==> config.mk <==
export PLATFORM = sky130hd
export DESIGN_NAME = mult_unit
export DESIGN_NICKNAME = d
export VERILOG_FILES = /design/src/rtl/mult_unit.sv
export SDC_FILE = /design/constraint.sdc
export NUM_CORES = 1
export LEC_CHECK = 0
export CAP_MARGIN = 20
export CORE_MARGIN = 2
export CORE_UTILIZATION = 60
export CTS_CLUSTER_SIZE = 8
export DETAILED_ROUTE_END_ITERATION = 10
export PLACE_DENSITY = 0.84
export SLEW_MARGIN = 20
export SYNTH_ARGS = -nofsm -noshare
export SYNTH_HDL_FRONTEND = slang
export SYNTH_SLANG_ARGS = --single-unit
export TNS_END_PERCENT = 50
==> constraint.sdc <==
create_clock -name clk -period 23 [get_ports clk]
set_input_delay 6.9 -clock clk [delete_from_list [all_inputs] [get_ports clk]]
set_output_delay 6.9 -clock clk [all_outputs]
set_load 0.02 [all_outputs]
==> src/rtl/mult_unit.sv <==
// mult_unit: iterative radix-2 shift-add multiplier for MULT/MULTU.
// One conditional add and right shift per cycle. The hi/lo pair is written
// 33 edges after an accepted start. Signed operands are multiplied as
// magnitudes, and the product is negated at the end when the operand signs differ.
module mult_unit #(
  parameter int WIDTH = 32
) (
  input  logic             clk,
  input  logic             reset,
  input  logic             start,
  input  logic             is_signed,
  input  logic [WIDTH-1:0] data1,
  input  logic [WIDTH-1:0] data2,
  input  logic             cancel,
  output logic             busy,
  output logic             done,
  output logic [WIDTH-1:0] hi,
  output logic [WIDTH-1:0] lo
);

  localparam int CW = (WIDTH > 1) ? $clog2(WIDTH) : 1;
  localparam logic [CW-1:0] LAST_ITER = CW'(WIDTH - 1);

  typedef enum logic [1:0] {
    IDLE   = 2'd0,
    CALC   = 2'd1,
    FINISH = 2'd2
  } state_t;

  state_t               state_r;
  state_t               next_state_s;
  logic [WIDTH-1:0]     mcand_r;
  logic [WIDTH-1:0]     mplier_r;
  logic                 neg_r;
  logic [2*WIDTH-1:0]   acc_r;
  logic [CW-1:0]        count_r;
  logic                 busy_r;
  logic                 done_r;
  logic [WIDTH-1:0]     hi_r;
  logic [WIDTH-1:0]     lo_r;

  logic                 accept_s;
  logic                 commit_s;
  logic                 busy_next_s;
  logic                 done_next_s;
  logic [WIDTH-1:0]     addend_s;
  logic [WIDTH:0]       sum_s;
  logic [2*WIDTH-1:0]   result_s;

  // Magnitude of an operand. The most negative value maps onto itself and is read as unsigned.
  function automatic logic [WIDTH-1:0] magnitude(input logic [WIDTH-1:0] v,
                                                 input logic             sgn);
    logic [WIDTH-1:0] m;
    if (sgn && v[WIDTH-1]) begin
      m = ~v + WIDTH'(1);
    end else begin
      m = v;
    end
    return m;
  endfunction

  // State register.
  always_ff @(posedge clk or posedge reset) begin
    if (reset) begin
      state_r <= IDLE;
    end else begin
      state_r <= next_state_s;
    end
  end

  // Next-state logic. A flush aborts CALC or FINISH. Start is only honoured in IDLE.
  always_comb begin
    next_state_s = state_r;
    case (state_r)
      IDLE: begin
        if (start) begin
          next_state_s = CALC;
        end else begin
          next_state_s = IDLE;
        end
      end
      CALC: begin
        if (cancel) begin
          next_state_s = IDLE;
        end else if (count_r == LAST_ITER) begin
          next_state_s = FINISH;
        end else begin
          next_state_s = CALC;
        end
      end
      FINISH: begin
        next_state_s = IDLE;
      end
      default: begin
        next_state_s = IDLE;
      end
    endcase
  end

  // Output decode: operand capture, result commit, and next values of busy/done.
  always_comb begin
    accept_s    = 1'b0;
    commit_s    = 1'b0;
    busy_next_s = (next_state_s != IDLE);
    case (state_r)
      IDLE: begin
        accept_s = start;
      end
      FINISH: begin
        commit_s = ~cancel;
      end
      default: begin
        accept_s = 1'b0;
        commit_s = 1'b0;
      end
    endcase
    done_next_s = commit_s;
  end

  // One iteration: add the multiplicand into the upper half when the multiplier LSB is set.
  always_comb begin
    if (mplier_r[0]) begin
      addend_s = mcand_r;
    end else begin
      addend_s = {WIDTH{1'b0}};
    end
    sum_s    = {1'b0, acc_r[2*WIDTH-1:WIDTH]} + {1'b0, addend_s};
    if (neg_r) begin
      result_s = ~acc_r + (2*WIDTH)'(1);
    end else begin
      result_s = acc_r;
    end
  end

  // Registered handshake outputs.
  always_ff @(posedge clk or posedge reset) begin
    if (reset) begin
      busy_r <= 1'b0;
      done_r <= 1'b0;
    end else begin
      busy_r <= busy_next_s;
      done_r <= done_next_s;
    end
  end

  // Datapath. Operands load only on an accepted start, so later input changes cannot leak in.
  always_ff @(posedge clk or posedge reset) begin
    if (reset) begin
      mcand_r  <= {WIDTH{1'b0}};
      mplier_r <= {WIDTH{1'b0}};
      neg_r    <= 1'b0;
      acc_r    <= {(2*WIDTH){1'b0}};
      count_r  <= {CW{1'b0}};
      hi_r     <= {WIDTH{1'b0}};
      lo_r     <= {WIDTH{1'b0}};
    end else begin
      case (state_r)
        IDLE: begin
          if (accept_s) begin
            mcand_r  <= magnitude(data1, is_signed);
            mplier_r <= magnitude(data2, is_signed);
            neg_r    <= is_signed & (data1[WIDTH-1] ^ data2[WIDTH-1]);
            acc_r    <= {(2*WIDTH){1'b0}};
            count_r  <= {CW{1'b0}};
          end
        end
        CALC: begin
          acc_r    <= {sum_s, acc_r[WIDTH-1:1]};
          mplier_r <= {1'b0, mplier_r[WIDTH-1:1]};
          count_r  <= count_r + CW'(1);
        end
        FINISH: begin
          if (commit_s) begin
            hi_r <= result_s[2*WIDTH-1:WIDTH];
            lo_r <= result_s[WIDTH-1:0];
          end
        end
        default: begin
          count_r <= {CW{1'b0}};
        end
      endcase
    end
  end

  assign busy = busy_r;
  assign done = done_r;
  assign hi   = hi_r;
  assign lo   = lo_r;

endmodule

==> results.py, run 1 <==
metrics = {
    "synth": {
        "synth-async-reset-ratio": 1.00,
        "ys_seq_area_frac": 0.417,
        "syn_nets": 1477,
        "synth_area_per_cell_sq_um": 8.84,
        "ys_ff_latch": 202,
        "synth_area_sq_um": 12100,
        "synthCells": 1370,
        "synth_ff_type": "dfrtp_1",
        "yosysWarnings": 0,
        "yosys.cell_types.count": 69,
        "synth_edf_count": 0,
    },
    "timing": {
        "hold_viol": 0,
        "worstMarginPinSlew_ns": 1.09,
        "finClkSkew_ns": 0.0210,
        "whs_ns": 0.473,
        "slew_viol_final": 0,
        "rsz0062_at_grt": "false",
        "setup_viol_count_final": 0,
        "period_share": 0.397,
        "fmax_mhz": 109,
        "fin_setup_tns_ns": 0,
        "period_needed_ns": 9.14,
        "relSlewSlack": 0.270,
    },
    "job": {
        "maxCapViolations": 0,
    },
    "place": {
        "place.gp.congestion": 0.941,
        "dp_hpwl_um": 21500,
        "port_buffers": 134,
    },
    "final_layout": {
        "antenna_cells": 0,
        "fill_cells": 1549,
        "drive_gt1_frac": 0.0423,
        "multi_input_area_sq_um": 6670,
        "final_nets": 1570,
        "post-route-util": 0.729,
        "area_delta_synth_final_pct": 18.4,
        "regArea_sq_um": 5060,
    },
    "die": {
        "start_util": 0.616,
        "fp-row-count": 51,
        "io_pins": 135,
        "die_h_um": 146,
        "dieWidth_um": 146,
        "core_sq_um": 19700,
        "die-area_sq_um": 21300,
    },
    "clock_network": {
        "cts_tree": "built",
        "numCtsBuffers": 29,
        "clock_path_buffers": 3,
        "cts_sinks": 202,
        "htree_levels": 1,
        "cts_root_buf": "clkbuf_16",
        "cts.repair.resized": 0,
        "clk_latency_ns": 0.53,
        "path_clk_slew_ns": 0.05,
        "postCtsSetupBuffers": 0,
        "cts_hold_buffers": 0,
    },
    "grt": {
        "grt.overflow.total": 0,
        "globalRouteMet2Util": 0.452,
        "grt_busiest_layer": "met2",
        "grt_max_degree": 130,
        "grt_antenna_before_repair": 0,
        "grt_pass1_vias": 10185,
        "grtUsageTotal": 0.281,
        "use_met3": 0.0397,
        "grt.met1_usage": 0.404,
        "grt_pass1_wl_um": 50400,
    },
    "drt": {
        "wl_per_cell_um": 17.4,
        "final_antenna_net_count": 0,
        "drt-total-wl_um": 30100,
        "vias_per_cell": 6.10,
        "dr.pass1.iters": 5,
        "drc_errors": 0,
        "num_vias": 10546,
        "drt-initial-drc-count": 772,
    },
    "worst_setup_path": {
        "worstPathArrival_ns": 9.54,
        "criticalPathCategory": "primary input to flip-flop",
        "crit_required_ns": 23.41,
        "critPathCaptureType": "flip-flop",
        "cp-start-kind": "primary input",
        "crit_path_max_fanout": 5,
    },
    "status": {
        "status": "complete, no violations",
    },
    "power_and_ir_drop": {
        "leakagePower_nw": 6.33,
        "vdd_drop_max_mv": 0.0562,
        "p_per_area_nw_per_um2": 90.5,
    },
    "worst_hold_path": {
        "hp-class": "flip-flop to flip-flop",
    },
}
worst paths after layout:
check / from / slack, ns / to / depth (start not counted)
min: mcand_r[2]$_DFFE_PP0P_ / 0.47 / mcand_r[2]$_DFFE_PP0P_ / 2
max reg2reg: mplier_r[0]$_DFFE_PP0P_ / 19.43 / acc_r[61]$_DFFE_PP0P_ / 11
min reg2reg: mcand_r[2]$_DFFE_PP0P_ / 0.47 / mcand_r[2]$_DFFE_PP0P_ / 2
max: data2[10] / 13.86 / mplier_r[27]$_DFFE_PP0P_ / 8
min in group asynchronous: reset / 6.90 / lo[21]$_DFFE_PP0P_ / 2
max in group asynchronous: reset / 14.88 / neg_r$_DFFE_PP0P_ / 3
logic make-up after synthesis:
group / Yosys count / share of synthesized area
XOR/XNOR: 142 / 0.103
multiplexers: 3 / 0.00248
flip-flops: 202 / 0.417
adder cells (fa/ha/maj): 38 / 0.0399
AND/OR/NAND/NOR: 429 / 0.171
buffers and inverters: 108 / 0.0342
AO/OA/AOI/OAI: 448 / 0.233
sequential cells by signal, indices dropped and copies added, names as in the netlist, 2 cells and up:
| signal | cells |
|---|---|
| mplier_r | 32 |
| mcand_r | 32 |
| count_r | 5 |
| state_r | 2 |
| hi | 32 |
| lo | 32 |
| acc_r | 64 |
routing by layer:
layer,vias up,wire (um)
met2,351,13900
li1,5090,-
met4,0,618
met5,-,0
met3,52,2000
met1,5053,13500
cells in the mapped netlist (4+ instances only):
master / count / area [sq um]
or3_1: 12 / 75.1
nor3_1: 25 / 125
o21a_1: 10 / 75.1
o21ai_1: 5 / 25.0
a32o_1: 4 / 40.0
and3_1: 11 / 68.8
a21o_1: 16 / 120
a211oi_1: 4 / 30.0
inv_1: 29 / 109
o41ai_1: 13 / 114
nand2_1: 203 / 762
o31ai_1: 30 / 225
or4_1: 5 / 37.5
a21boi_0: 4 / 30.0
xnor2_1: 36 / 315
dfrtp_1: 202 / 5050
a22o_1: 32 / 280
nor4_1: 11 / 68.8
a31oi_1: 11 / 68.8
o22ai_1: 14 / 87.6
a21oi_1: 63 / 315
o21bai_1: 6 / 45.0
nor2_1: 56 / 210
nor2b_1: 5 / 31.3
ha_1: 37 / 463
nand2b_1: 8 / 50.1
nand3_1: 22 / 110
or2_2: 5 / 31.3
a22oi_1: 21 / 158
xor2_1: 106 / 928
nand4_1: 13 / 81.3
and2_1: 35 / 219
o21ai_0: 187 / 936
o211ai_1: 9 / 67.6
clkbuf_1: 74 / 278
placed cells by master (no fill, tap or decap), drive strengths merged, types with 10 or more instances in the layout:
cell type | netlist | layout
inv | 30 | 31
a21o | 16 | 16
nand3 | 23 | 23
clkdlybuf4s50 | 0 | 134
nor3 | 25 | 25
o21a | 10 | 10
and2 | 35 | 35
o22ai | 14 | 14
o31ai | 30 | 30
a22oi | 21 | 21
a22o | 32 | 32
dfrtp | 202 | 202
nand4 | 13 | 13
nor4 | 14 | 14
clkbuf | 75 | 30
a31oi | 11 | 11
o41ai | 16 | 16
or3 | 13 | 13
a21oi | 63 | 63
xor2 | 106 | 106
xnor2 | 36 | 36
and3 | 11 | 11
nand2 | 203 | 203
ha | 37 | 37
o21ai | 192 | 192
nor2 | 56 | 56
worst max-delay path, stage by stage:
cell and delay, ns:
clkdlybuf4s50_1 0.44, or4_1 0.63, nor4_1 0.48, a21o_1 0.30
a21boi_0 0.40, nand2_1 0.13, xnor2_1 0.16, o21ai_0 0.09
power breakdown:
group / internal [mW] / switching [mW]
clock network: 0.220 / 0.144
registers: 0.419 / 0.0871
logic: 0.170 / 0.257
stage by stage:
stage,power [mW],setup slack (ns),cell area [sq um],std cells
2_1_floorplan,0.793,10.59,12100,1370
3_3_place_gp,0.912,13.49,13600,1696
3_5_place_dp,0.926,13.37,13600,1696
4_1_cts,1.29,13.92,14300,1728
5_1_grt,1.37,13.57,14300,1729
6_report,1.30,13.86,14300,1729
area by class of cell:
class,count,share of cell area
Multi-Input combinational cell,1060,0.465
Sequential cell,202,0.353
Timing Repair Buffer,140,0.0984
Clock buffer,30,0.0509
Tap cell,265,0.0231
Inverter,30,0.00838
Clock inverter,2,0.00113
(Power assumes the default switching activity.)
==> inputs of run 2 (changes only) <==
--- a/config.mk
+++ b/config.mk
@@ -7,10 +7,10 @@
 export LEC_CHECK = 0
 export CAP_MARGIN = 20
 export CORE_MARGIN = 2
-export CORE_UTILIZATION = 60
+export CORE_UTILIZATION = 52
 export CTS_CLUSTER_SIZE = 8
 export DETAILED_ROUTE_END_ITERATION = 10
-export PLACE_DENSITY = 0.84
+export PLACE_DENSITY = 0.78
 export SLEW_MARGIN = 20
 export SYNTH_ARGS = -nofsm -noshare
 export SYNTH_HDL_FRONTEND = slang
==> constraint.sdc (replaced) <==
create_clock -name clk -period 8.2 [get_ports clk]
set_input_delay 2.46 -clock clk [delete_from_list [all_inputs] [get_ports clk]]
set_output_delay 2.46 -clock clk [all_outputs]
set_load 0.02 [all_outputs]
==> run 2 against run 1 <==
Net effect: non-clock buffer count unchanged; largest cell class unchanged; cell count increased by 2.8%; core utilization decreased by 9.7 points; critical path depth unchanged; combinational power increased to 2.8 times the previous value; setup slack got worse by 10 ns; register-to-register slack got worse by 15 ns; count of clock-buffer cells in the layout unchanged; power increased to 2.8 times the previous value; design area increased by 0.40%.
==> results.py, run 2 (same netlist as run 1, synthesis figures left out) <==
metrics = {
    "worst_setup_path": {
        "cpPeakStageDelay_ns": 0.64,
        "worstPathArrival_ns": 5.16,
        "r2r_end": "acc_r[61]$_DFFE_PP0P_",
        "critPathCaptureType": "flip-flop",
        "crit_slowest_cell": "or4_1",
        "worstRegToRegCells": 11,
        "crit_path_max_fanout": 5,
        "criticalPathCategory": "primary input to flip-flop",
        "crit_chain": "clkdlybuf4s50_1 > or4_1 > nor4_1 > a21o_1 > o21ai_0 > xor2_1 > a222oi_1 > inv_1",
        "r2r_slack_ns": 4.67,
        "r2r_start": "mplier_r[0]$_DFFE_PP0P_",
        "cp-start-kind": "primary input",
        "crit_required_ns": 8.61,
    },
    "grt": {
        "grt_antenna_before_repair": 0,
        "grt_pass1_wl_um": 49100,
        "grtUsageTotal": 0.243,
        "grt.overflow.total": 0,
        "grt_pass1_vias": 9749,
        "grt_max_degree": 143,
    },
    "timing": {
        "fmax_mhz": 210,
        "hold_viol": 0,
        "rsz0062_at_grt": "false",
        "period_needed_ns": 4.76,
        "period_share": 0.580,
        "finClkSkew_ns": 0.0198,
        "setup_viol_count_final": 0,
        "relSlewSlack": 0.301,
        "slew_viol_final": 0,
        "fin_setup_tns_ns": 0,
        "worstMarginPinSlew_ns": 1.05,
    },
    "worst_hold_path": {
        "hp-class": "flip-flop to flip-flop",
        "hold_depth": 2,
        "hp-start": "mcand_r[9]$_DFFE_PP0P_",
        "hold_end": "mcand_r[9]$_DFFE_PP0P_",
    },
    "power_and_ir_drop": {
        "vdd_drop_max_mv": 0.119,
        "p_per_area_nw_per_um2": 253,
        "leakagePower_nw": 6.33,
    },
    "drt": {
        "dr.pass1.iters": 5,
        "num_vias": 10475,
        "drt-total-wl_um": 29600,
        "final_antenna_net_count": 0,
        "drc_errors": 0,
        "vias_per_cell": 5.89,
        "drt-initial-drc-count": 625,
        "wl_per_cell_um": 16.7,
    },
    "final_layout": {
        "largest_reg_flops": 64,
        "final_nets": 1570,
        "final_area_sq_um": 14400,
        "layout_common_cells": "203 x nand2_1, 201 x dfrtp_1, 187 x o21ai_0",
        "area_delta_synth_final_pct": 18.8,
        "antenna_cells": 0,
        "drive_gt1_frac": 0.0423,
        "final_common_cell": "nand2_1",
        "top_register": "acc_r",
    },
    "clock_network": {
        "cts.repair.resized": 0,
        "numCtsBuffers": 29,
        "htree_levels": 1,
        "cts_tree": "built",
        "cts_sinks": 202,
        "cts_hold_buffers": 0,
        "cts_root_buf": "clkbuf_16",
        "clk_latency_ns": 0.54,
        "clock_path_buffers": 3,
        "path_clk_slew_ns": 0.05,
        "postCtsSetupBuffers": 0,
    },
    "job": {
        "maxCapViolations": 0,
    },
    "die": {
        "die-area_sq_um": 24500,
        "fp-row-count": 55,
        "start_util": 0.532,
        "io_pins": 135,
        "die_h_um": 157,
        "dieWidth_um": 157,
        "core_sq_um": 22800,
    },
    "place": {
        "dp_hpwl_um": 21300,
        "place.gp.congestion": 0.944,
        "port_buffers": 134,
        "placed_area_sq_um": 13600,
    },
    "status": {
        "status": "complete, no violations",
    },
}
[run 2: cell count changes in the layout (fill, tap and decap cells not counted), sizes merged]
cell | before | now
clkinv | 0 | 1
clkinvlp | 1 | 0
[run 2: power breakdown]
part	leakage (nW)	total (mW)	internal, mW	switching, mW
clock	0.367	1.02	0.617	0.404
combinational	3.43	1.19	0.479	0.715
sequential	2.53	1.42	1.17	0.245
total	6.33	3.63	2.27	1.36
[run 2: area by class of cell]
type | count | area [sq um]
fill | 1991 | 8390
multi-input combinational | 1060 | 6670
sequential | 202 | 5060
timing repair buffer | 140 | 1410
clock buffer | 30 | 729
tap | 313 | 392
inverter | 30 | 120
clock inverter | 2 | 17.5
[run 2: critical path: cells and delay by family]
family | cells | cell delay (ns)
AND/OR/NAND/NOR | 2 | 1.14
buffers and inverters | 2 | 0.52
AO/OA/AOI/OAI | 3 | 0.82
XOR/XNOR | 1 | 0.20
[run 2: worst max-delay path by stage]
stage | endpoint | slack, ns | start
finish | mplier_r[17]$_DFFE_PP0P_ | 3.44 | data2[10]
global route | mplier_r[17]$_DFFE_PP0P_ | 3.37 | data2[10]
CTS | mplier_r[17]$_DFFE_PP0P_ | 3.51 | data2[10]
detailed placement | mplier_r[17]$_DFFE_PP0P_ | 3.04 | data2[10]
global placement | mplier_r[27]$_DFFE_PP0P_ | 3.12 | data2[10]
floorplan | acc_r[0]$_DFFE_PP0P_ | 0.23 | reset
[run 2: layer usage]
metal,track usage,up-vias,wire (um)
met5,0,-,0
met4,0.0537,0,450
met3,0.0316,42,1880
met2,0.391,330,13400
met1,0.354,5004,13900
li1,-,5099,-
[run 2: per-stage QoR]
stage	worst slack, ns	util	hold slack [ns]	power (mW)	std cells
2_1_floorplan	0.229	-	0.438	2.22	1370
5_1_grt	3.37	0.632	0.491	3.86	1777
6_report	3.44	0.632	0.470	3.63	1777
3_5_place_dp	3.04	0.598	0.463	2.61	1744
3_3_place_gp	3.12	0.598	0.453	2.57	1744
4_1_cts	3.51	0.630	0.474	3.64	1776
